$ cat config.mk
export PLATFORM = sky130hd
export DESIGN_NAME = led_indicator_scheduler
export DESIGN_NICKNAME = d
export VERILOG_FILES = /design/src/rtl/led_indicator_scheduler.sv
export SDC_FILE = /design/constraint.sdc
export NUM_CORES = 1
export LEC_CHECK = 0
export BUFFER_PORTS_ARGS = -buffer_cell sky130_fd_sc_hd__buf_4
export CORE_ASPECT_RATIO = 0.7
export CORE_MARGIN = 4
export CORE_UTILIZATION = 35
export CTS_CLUSTER_DIAMETER = 50
export CTS_CLUSTER_SIZE = 14
export DETAILED_ROUTE_END_ITERATION = 6
export GPL_ROUTABILITY_DRIVEN = 0
export GPL_TIMING_DRIVEN = 0
export SYNTH_ARGS = -nofsm -noshare
export SYNTH_HDL_FRONTEND = slang
export SYNTH_SLANG_ARGS = --single-unit
$ cat constraint.sdc
create_clock -name clk -period 4.7 [get_ports clk]
set_input_delay 0.235 -clock clk [delete_from_list [all_inputs] [get_ports clk]]
set_output_delay 0.235 -clock clk [all_outputs]
set_load 0.1 [all_outputs]
$ cat src/rtl/led_indicator_scheduler.sv
// Indicator scheduler: debounced stability level shown by default, round-robin
// shared with event requesters that each get a blinking display slot.
module led_indicator_scheduler #(
    parameter int NUM_REQ    = 4,
    parameter int EVENT_HOLD = 100000000,
    parameter int DWELL      = 12500000,
    parameter int CNT_W      = 27
) (
    input  logic                   clk,
    input  logic                   rst,
    input  logic [1:0]             level,
    input  logic [NUM_REQ-1:0]     req,
    input  logic [3*NUM_REQ-1:0]   req_color,
    output logic [NUM_REQ-1:0]     ack,
    output logic [2:0]             grant_id,
    output logic                   busy,
    output logic [2:0]             color_sel,
    output logic                   blink_en
);

    typedef enum logic {STEADY, EVENT} state_t;

    state_t               state_q, state_d;
    logic [1:0]           lvl_q, lvl_d, lvl_prev_q;
    logic [CNT_W-1:0]     dwell_q, dwell_d, dwell_nxt;
    logic [CNT_W-1:0]     hold_q, hold_d;
    logic [2:0]           rr_q, rr_d;
    logic [NUM_REQ-1:0]   ack_d, win_oh;
    logic [2:0]           grant_d, win_id, win_rr;
    logic [2:0]           color_d, win_color;
    logic                 busy_d, blink_d, found, do_grant;

    function automatic logic [2:0] lvl_color(input logic [1:0] l);
        case (l)
            2'd0:    lvl_color = 3'b010;
            2'd1:    lvl_color = 3'b110;
            default: lvl_color = 3'b100;
        endcase
    endfunction

    // Level filter: a new level must persist DWELL consecutive cycles
    always_comb begin
        lvl_d     = lvl_q;
        dwell_nxt = (level == lvl_prev_q) ? dwell_q + CNT_W'(1) : CNT_W'(1);
        dwell_d   = dwell_nxt;
        if (level == lvl_q) begin
            dwell_d = '0;
        end else if (dwell_nxt >= CNT_W'(DWELL)) begin
            lvl_d   = level;
            dwell_d = '0;
        end
    end

    // Round-robin search: first pass from the pointer upward, second pass wraps
    always_comb begin
        found     = 1'b0;
        win_oh    = '0;
        win_id    = '0;
        win_rr    = '0;
        win_color = '0;
        for (int j = 0; j < NUM_REQ; j++) begin
            if (!found && req[j] && j >= int'(rr_q)) begin
                found     = 1'b1;
                win_oh[j] = 1'b1;
                win_id    = 3'(j);
                win_rr    = (j == NUM_REQ - 1) ? 3'd0 : 3'(j + 1);
                win_color = req_color[3*j +: 3];
            end
        end
        for (int j = 0; j < NUM_REQ; j++) begin
            if (!found && req[j]) begin
                found     = 1'b1;
                win_oh[j] = 1'b1;
                win_id    = 3'(j);
                win_rr    = (j == NUM_REQ - 1) ? 3'd0 : 3'(j + 1);
                win_color = req_color[3*j +: 3];
            end
        end
    end

    always_comb begin
        state_d  = state_q;
        hold_d   = hold_q;
        rr_d     = rr_q;
        ack_d    = '0;
        grant_d  = grant_id;
        busy_d   = busy;
        color_d  = color_sel;
        blink_d  = blink_en;
        do_grant = 1'b0;
        case (state_q)
            STEADY: begin
                color_d  = lvl_color(lvl_q);
                blink_d  = (lvl_q == 2'd3);
                busy_d   = 1'b0;
                do_grant = found;
            end
            EVENT: begin
                if (hold_q == '0) begin
                    if (found) begin
                        do_grant = 1'b1;
                    end else begin
                        state_d = STEADY;
                        busy_d  = 1'b0;
                        color_d = lvl_color(lvl_q);
                        blink_d = (lvl_q == 2'd3);
                    end
                end else begin
                    hold_d = hold_q - CNT_W'(1);
                end
            end
            default: state_d = STEADY;
        endcase
        // Hold counter counts down to zero on the last displayed event cycle
        if (do_grant) begin
            state_d = EVENT;
            hold_d  = CNT_W'(EVENT_HOLD - 1);
            ack_d   = win_oh;
            grant_d = win_id;
            busy_d  = 1'b1;
            blink_d = 1'b1;
            color_d = win_color;
            rr_d    = win_rr;
        end
    end

    always_ff @(posedge clk) begin
        if (rst) begin
            state_q    <= STEADY;
            lvl_q      <= 2'd0;
            lvl_prev_q <= 2'd0;
            dwell_q    <= '0;
            hold_q     <= '0;
            rr_q       <= 3'd0;
            ack        <= '0;
            grant_id   <= 3'd0;
            busy       <= 1'b0;
            color_sel  <= 3'b010;
            blink_en   <= 1'b0;
        end else begin
            state_q    <= state_d;
            lvl_q      <= lvl_d;
            lvl_prev_q <= level;
            dwell_q    <= dwell_d;
            hold_q     <= hold_d;
            rr_q       <= rr_d;
            ack        <= ack_d;
            grant_id   <= grant_d;
            busy       <= busy_d;
            color_sel  <= color_d;
            blink_en   <= blink_d;
        end
    end

endmodule

==> Word-level counts from Yosys, hierarchy flattened <==
Cells that the tools add are included.
Widths: inputs -> output; s select.
{ "totals": {"register_bits": 74, "latch_bits": 0, "ram_bits": 0, "mem_bits_ro": 0, "in_bits": 20, "out_inout_bits": 12, "elab_cells": 119, "n_memories": 0} }
{ "classes": {"addsub": 2, "multipliers": 0, "div": 0, "n_lt_le_gt_ge": 5, "n_eq_ne": 7, "n_shift": 0, "muxes": 61, "n_bitwise": 4, "reduce_logical": 28} }
{ "op_table": {"columns": ["op", "n"], "rows": [
  ["$mux 27", 4],
  ["$mux 3", 24],
  ["$mux 1", 28],
  ["$add 27x1->27 const B", 1],
  ["$ge 27x24->1 const B", 1],
  ["$logic_not 27->1", 1],
  ["$sub 27x1->27 const B", 1],
  ["$pmux 3 s2", 2],
  ["$logic_and 1x1->1", 11],
  ["$reduce_and 2->1", 4],
  ["$logic_not 1->1", 7],
  ["$ge 1x3->1 const A", 2],
  ["$ge 2x3->1 const A", 2],
  ["$pmux 1 s2", 3],
  ["$eq 2x2->1", 2],
  ["$not 1->1", 4],
  ["$reduce_or 2->1", 2],
  ["$ne 3x1->1 const B", 1],
  ["$ne 3x2->1 const B", 1],
  ["$reduce_or 3->1", 1],
  ["$eq 2x1->1 const B", 1],
  ["$eq 2x2->1 const B", 1],
  ["$logic_not 2->1", 1],
  ["$ne 2x2->1 const B", 1],
  ["$reduce_bool 2->1", 1]
]} }

==> Longest topological paths before layout <==
{ "logic_depth": {"depth_word": 32, "ltp_mapped": 11, "mapped_depth_nobuf": 10} }

==> Least setup slack after synthesis <==
OpenSTA, ideal clock, no wires.
{ "synth_path": {"kind": "reg-to-reg", "startpoint": "reg dwell_q[0]", "endpoint": "reg dwell_q[6]", "setup_time_ns": 0.062, "arrival_ns": 2.484, "required_time_ns": 4.638, "slack_ns": 2.154, "stages_incl_launch_ff": 11, "path_buffers": 2, "period_less_slack_ns": 2.546, "cell_sequence": "dfxtp_1 ha_1 and2_1 clkbuf_1 nand2_1 nor4b_1 a31oi_1 a211o_1 or3_4 buf_12 nor2_2"} }
{ "synth_via": {"elab_chain_len": 4} }
{ "synth_rtl": {"columns": ["item", "line", "rtl"], "rows": [
  ["from (decl)", "25", "logic [CNT_W-1:0] dwell_q, dwell_d, dwell_nxt;"],
  ["from (signal assigned)", "144", "dwell_q <= dwell_d;"],
  ["$add 27x1->27 (*)", "44", "dwell_nxt = (level == lvl_prev_q) ? dwell_q + CNT_W'(1) : CNT_W'(1);"],
  ["$mux 27 (*)", "44", null],
  ["$ge 27x24->1", "48", "end else if (dwell_nxt >= CNT_W'(DWELL)) begin"],
  ["$reduce_or 3->1 (no source line)", null, null]
]} }
Mark *: on every way between the ends. The rest lies on a longest branch, timed or not.
A chain may end at the register's enable or synchronous reset.

==> Final worst setup path <==
Same ends and word-level chain as after synthesis.

==> metrics.txt <==
outcome finished clean; # DRC 0; vias in the first global route 3356; reg2reg setup slack 1510 ps; GRT overflow 0; Hold Fails Final Rpt 0; Initial Util 0.362; Top Ports 32; Num CTS Buffers 9; drt pass-1 iters 5; PortBufs 28; Synth area leaders dfxtp_1 (38%), nor2_1 (5.3%), xnor2_1 (3.7%); clock root buffer clkbuf_16; Worst Path Arrival 3460 ps; # fillers 1039; Cells after Synth 449; Worst setup endpoint dwell_q[6]$_SDFF_PP0_; first-pass GRT wire length 16600 µm; die height 95.1 µm; DIE AREA 0.0126 mm²; Switch Pwr 0.000430 W; CP Cell Sequence ha_1 > and2_1 > clkbuf_1 > nand2_1 > nor4b_1 > a31oi_1 > a211o_1 > or3_4 > buf_12 > nor2_2; asr flop ratio synth 0; top-area cell type share of the netlist area 0.380; Place WS 1620 ps; worst-margin pin slew 910 ps; Final nets 513; clock skew 6.87 ps; startpoint types register; Sequential Power Share 0.438; Avg Cell Area, Syn 8.45 µm²; clk sinks 72; setup repair after global routing missed its margin no; post-DP HPWL 7250 µm; Seq/Total Area, Yosys 0.380; Clk network pwr share 0.415; Vias/cell 5.72; switching share of power 0.282; Worst-path clk slew 60 ps; Max Cap Violations 0; Inst Count DP 612; layout cell share with drive strength beyond 1 0.186; Gate power share 0.147; Tmin final 3190 ps; worst path required time 4970 ps; Synth cell types 72; FP Rows 31; setup ws final 1510 ps; via count 3585; reg2reg end dwell_q[6]$_SDFF_PP0_; r2r worst-path depth 10; Antenna Violating Nets Remaining 0; core area 0.0105 mm²; Area growth, synth to finish 17.4%; # setup viols final 0; Most used DFF post-synth dfxtp_1; EDFF count, synth 0; Hold Crit Class input port to register; post-synthesis register bit count 72; Synth Cell Area 0.00380 mm²; final-report max-slew violation count 0; R2R Path Start dwell_q[0]$_SDFF_PP0_; peak supply drop 0.000160 V; final period utilization 0.680; Yosys top cell by area dfxtp_1; Post-CTS Hold Buffers 0; power per cell area 342 mW/mm²; largest net degree at the start of global routing 12; Max transition margin 0.388; worst skew pair latency 330 ps; CP startpoint dwell_q[0]$_SDFF_PP0_; starting DRC count in detailed routing 217; Tot Pwr 0.00152 W; CP max stage cell dfxtp_1; CP peak stage delay 420 ps; Setup TNS 0 ps; H-tree levels 3; CTS tree done; initial antenna violation count 0; Fmax achieved 313 MHz; critical path class register to register; Yosys warnings 0; WL final 9880 µm; final non-filler cell total 627; WL/cell 15.8 µm; Critical Path Sink Type register; post-CTS sizing 0; leak pwr 1.58 nW; internal power 0.00109 W; All-Layer GR Usage 0.162; post-CTS setup buffers 0; Longest Clk Path Bufs 2; Ant. Diodes 0; crit-path max FO 10; die width 132 µm
power groups by stage:
stage / Clock (W) / Combinational, W / Sequential, W
after floorplan: 0 / 0.000119 / 0.000719
after global placement: 0 / 0.000219 / 0.000678
after detailed placement: 0 / 0.000222 / 0.000680
after CTS: 0.000645 / 0.000223 / 0.000666
after global routing: 0.000671 / 0.000244 / 0.000672
final: 0.000633 / 0.000224 / 0.000667
how the worst min path moves through the flow:
stage | end | cells past startpoint | start
final | lvl_prev_q[1]$_SDFF_PP0_ | 2 | level[1]
after global routing | lvl_prev_q[1]$_SDFF_PP0_ | 2 | level[1]
after CTS | lvl_prev_q[1]$_SDFF_PP0_ | 2 | level[1]
after detailed placement | grant_id[1]$_SDFFE_PP0P_ | 2 | grant_id[1]$_SDFFE_PP0P_
after global placement | grant_id[1]$_SDFFE_PP0P_ | 2 | grant_id[1]$_SDFFE_PP0P_
after floorplan | lvl_prev_q[0]$_SDFF_PP0_ | 1 | level[0]
final cells by class:
class | instances | area (µm²) | share of cell area
sequential | 72 | 1440 | 0.323
timing repair buffer | 28 | 210 | 0.0472
clock inverter | 3 | 17.5 | 0.00393
tap | 132 | 165 | 0.0371
clock buffer | 12 | 256 | 0.0576
inverter | 9 | 33.8 | 0.00758
multi-input combinational | 348 | 2210 | 0.496
buffer | 23 | 121 | 0.0272
routing by layer:
metal	global-route usage	share of wire	up-vias
li1	-	-	1753
met1	0.227	0.51	1707
met2	0.248	0.42	110
met3	0.0380	0.050	15
met4	0.0510	0.013	0
met5	0	0	-
stage by stage:
| step | hold slack (ps) | util | instance area (µm²) |
|---|---|---|---|
| finish | 214 | 0.426 | 4460 |
| global route | 214 | 0.426 | 4460 |
| floorplan | 392 | - | 3810 |
| global placement | 449 | 0.399 | 4180 |
| detailed placement | 456 | 0.399 | 4180 |
| CTS | 203 | 0.426 | 4460 |
worst max-delay path: cells and delay by family (launching register included):
family / cells / cell delay [ps]
simple gates: 5 / 1250
compound gates: 2 / 650
buf+inv: 2 / 510
flops: 1 / 420
fa+ha+maj: 1 / 310
Yosys cell counts (3+ instances only):
| cell | number |
|---|---|
| and3_1 | 9 |
| nor4_2 | 3 |
| mux2i_1 | 3 |
| inv_1 | 9 |
| buf_2 | 7 |
| dfxtp_1 | 72 |
| nor3b_1 | 6 |
| nand3_1 | 16 |
| nor2_2 | 12 |
| a211oi_1 | 15 |
| o21a_1 | 3 |
| nor4_1 | 17 |
| xor2_1 | 9 |
| or4_1 | 3 |
| clkbuf_1 | 11 |
| nand4_1 | 8 |
| nand2_1 | 27 |
| xnor2_1 | 16 |
| nor3_1 | 21 |
| nand2b_1 | 4 |
| or2_2 | 4 |
| a211o_1 | 3 |
| o21ai_0 | 14 |
| nor2_1 | 54 |
| and2_1 | 3 |
| a311oi_1 | 13 |
| a221oi_1 | 3 |
| nor2b_1 | 4 |
| a21oi_1 | 24 |
| or3_1 | 3 |
sequential cells by signal, indices dropped and copies added (netlist names):
register    flops
blink_en        1
color_sel       3
ack             4
hold_q         27
lvl_prev_q      2
rr_q            2
state_q         1
busy            1
grant_id        2
dwell_q        27
lvl_q           2
cell families after synthesis:
logic type      Yosys count  share of synthesized area
buf+inv                  32                     0.0409
flops                    72                      0.380
simple gates            210                      0.303
xor+xnor                 25                     0.0577
mux                       5                     0.0138
compound gates          102                      0.197
other cells               1                   0.000988
fa+ha+maj                 2                    0.00659
placed cells by master, fill, tap and decap left out, types with 3 or more instances in the layout:
cell type,n
xor2_1,9
nor3b_1,6
o21a_1,3
buf_2,7
nand4_1,8
inv_1,9
or3_1,3
clkbuf_16,9
clkbuf_1,12
and3_1,9
buf_4,30
a221oi_1,3
nor3_1,21
nand2b_1,4
nand2_1,27
or4_1,3
a211oi_1,15
o21ai_0,14
or2_2,4
nor4_2,3
a21oi_1,24
nor2_2,12
nor2_1,54
mux2i_1,3
a211o_1,3
nor2b_1,4
dfxtp_1,72
xnor2_1,16
conb_1,4
and2_1,3
a311oi_1,13
nor4_1,17
nand3_1,16
Note: power is estimated with default switching activity, not from simulation.
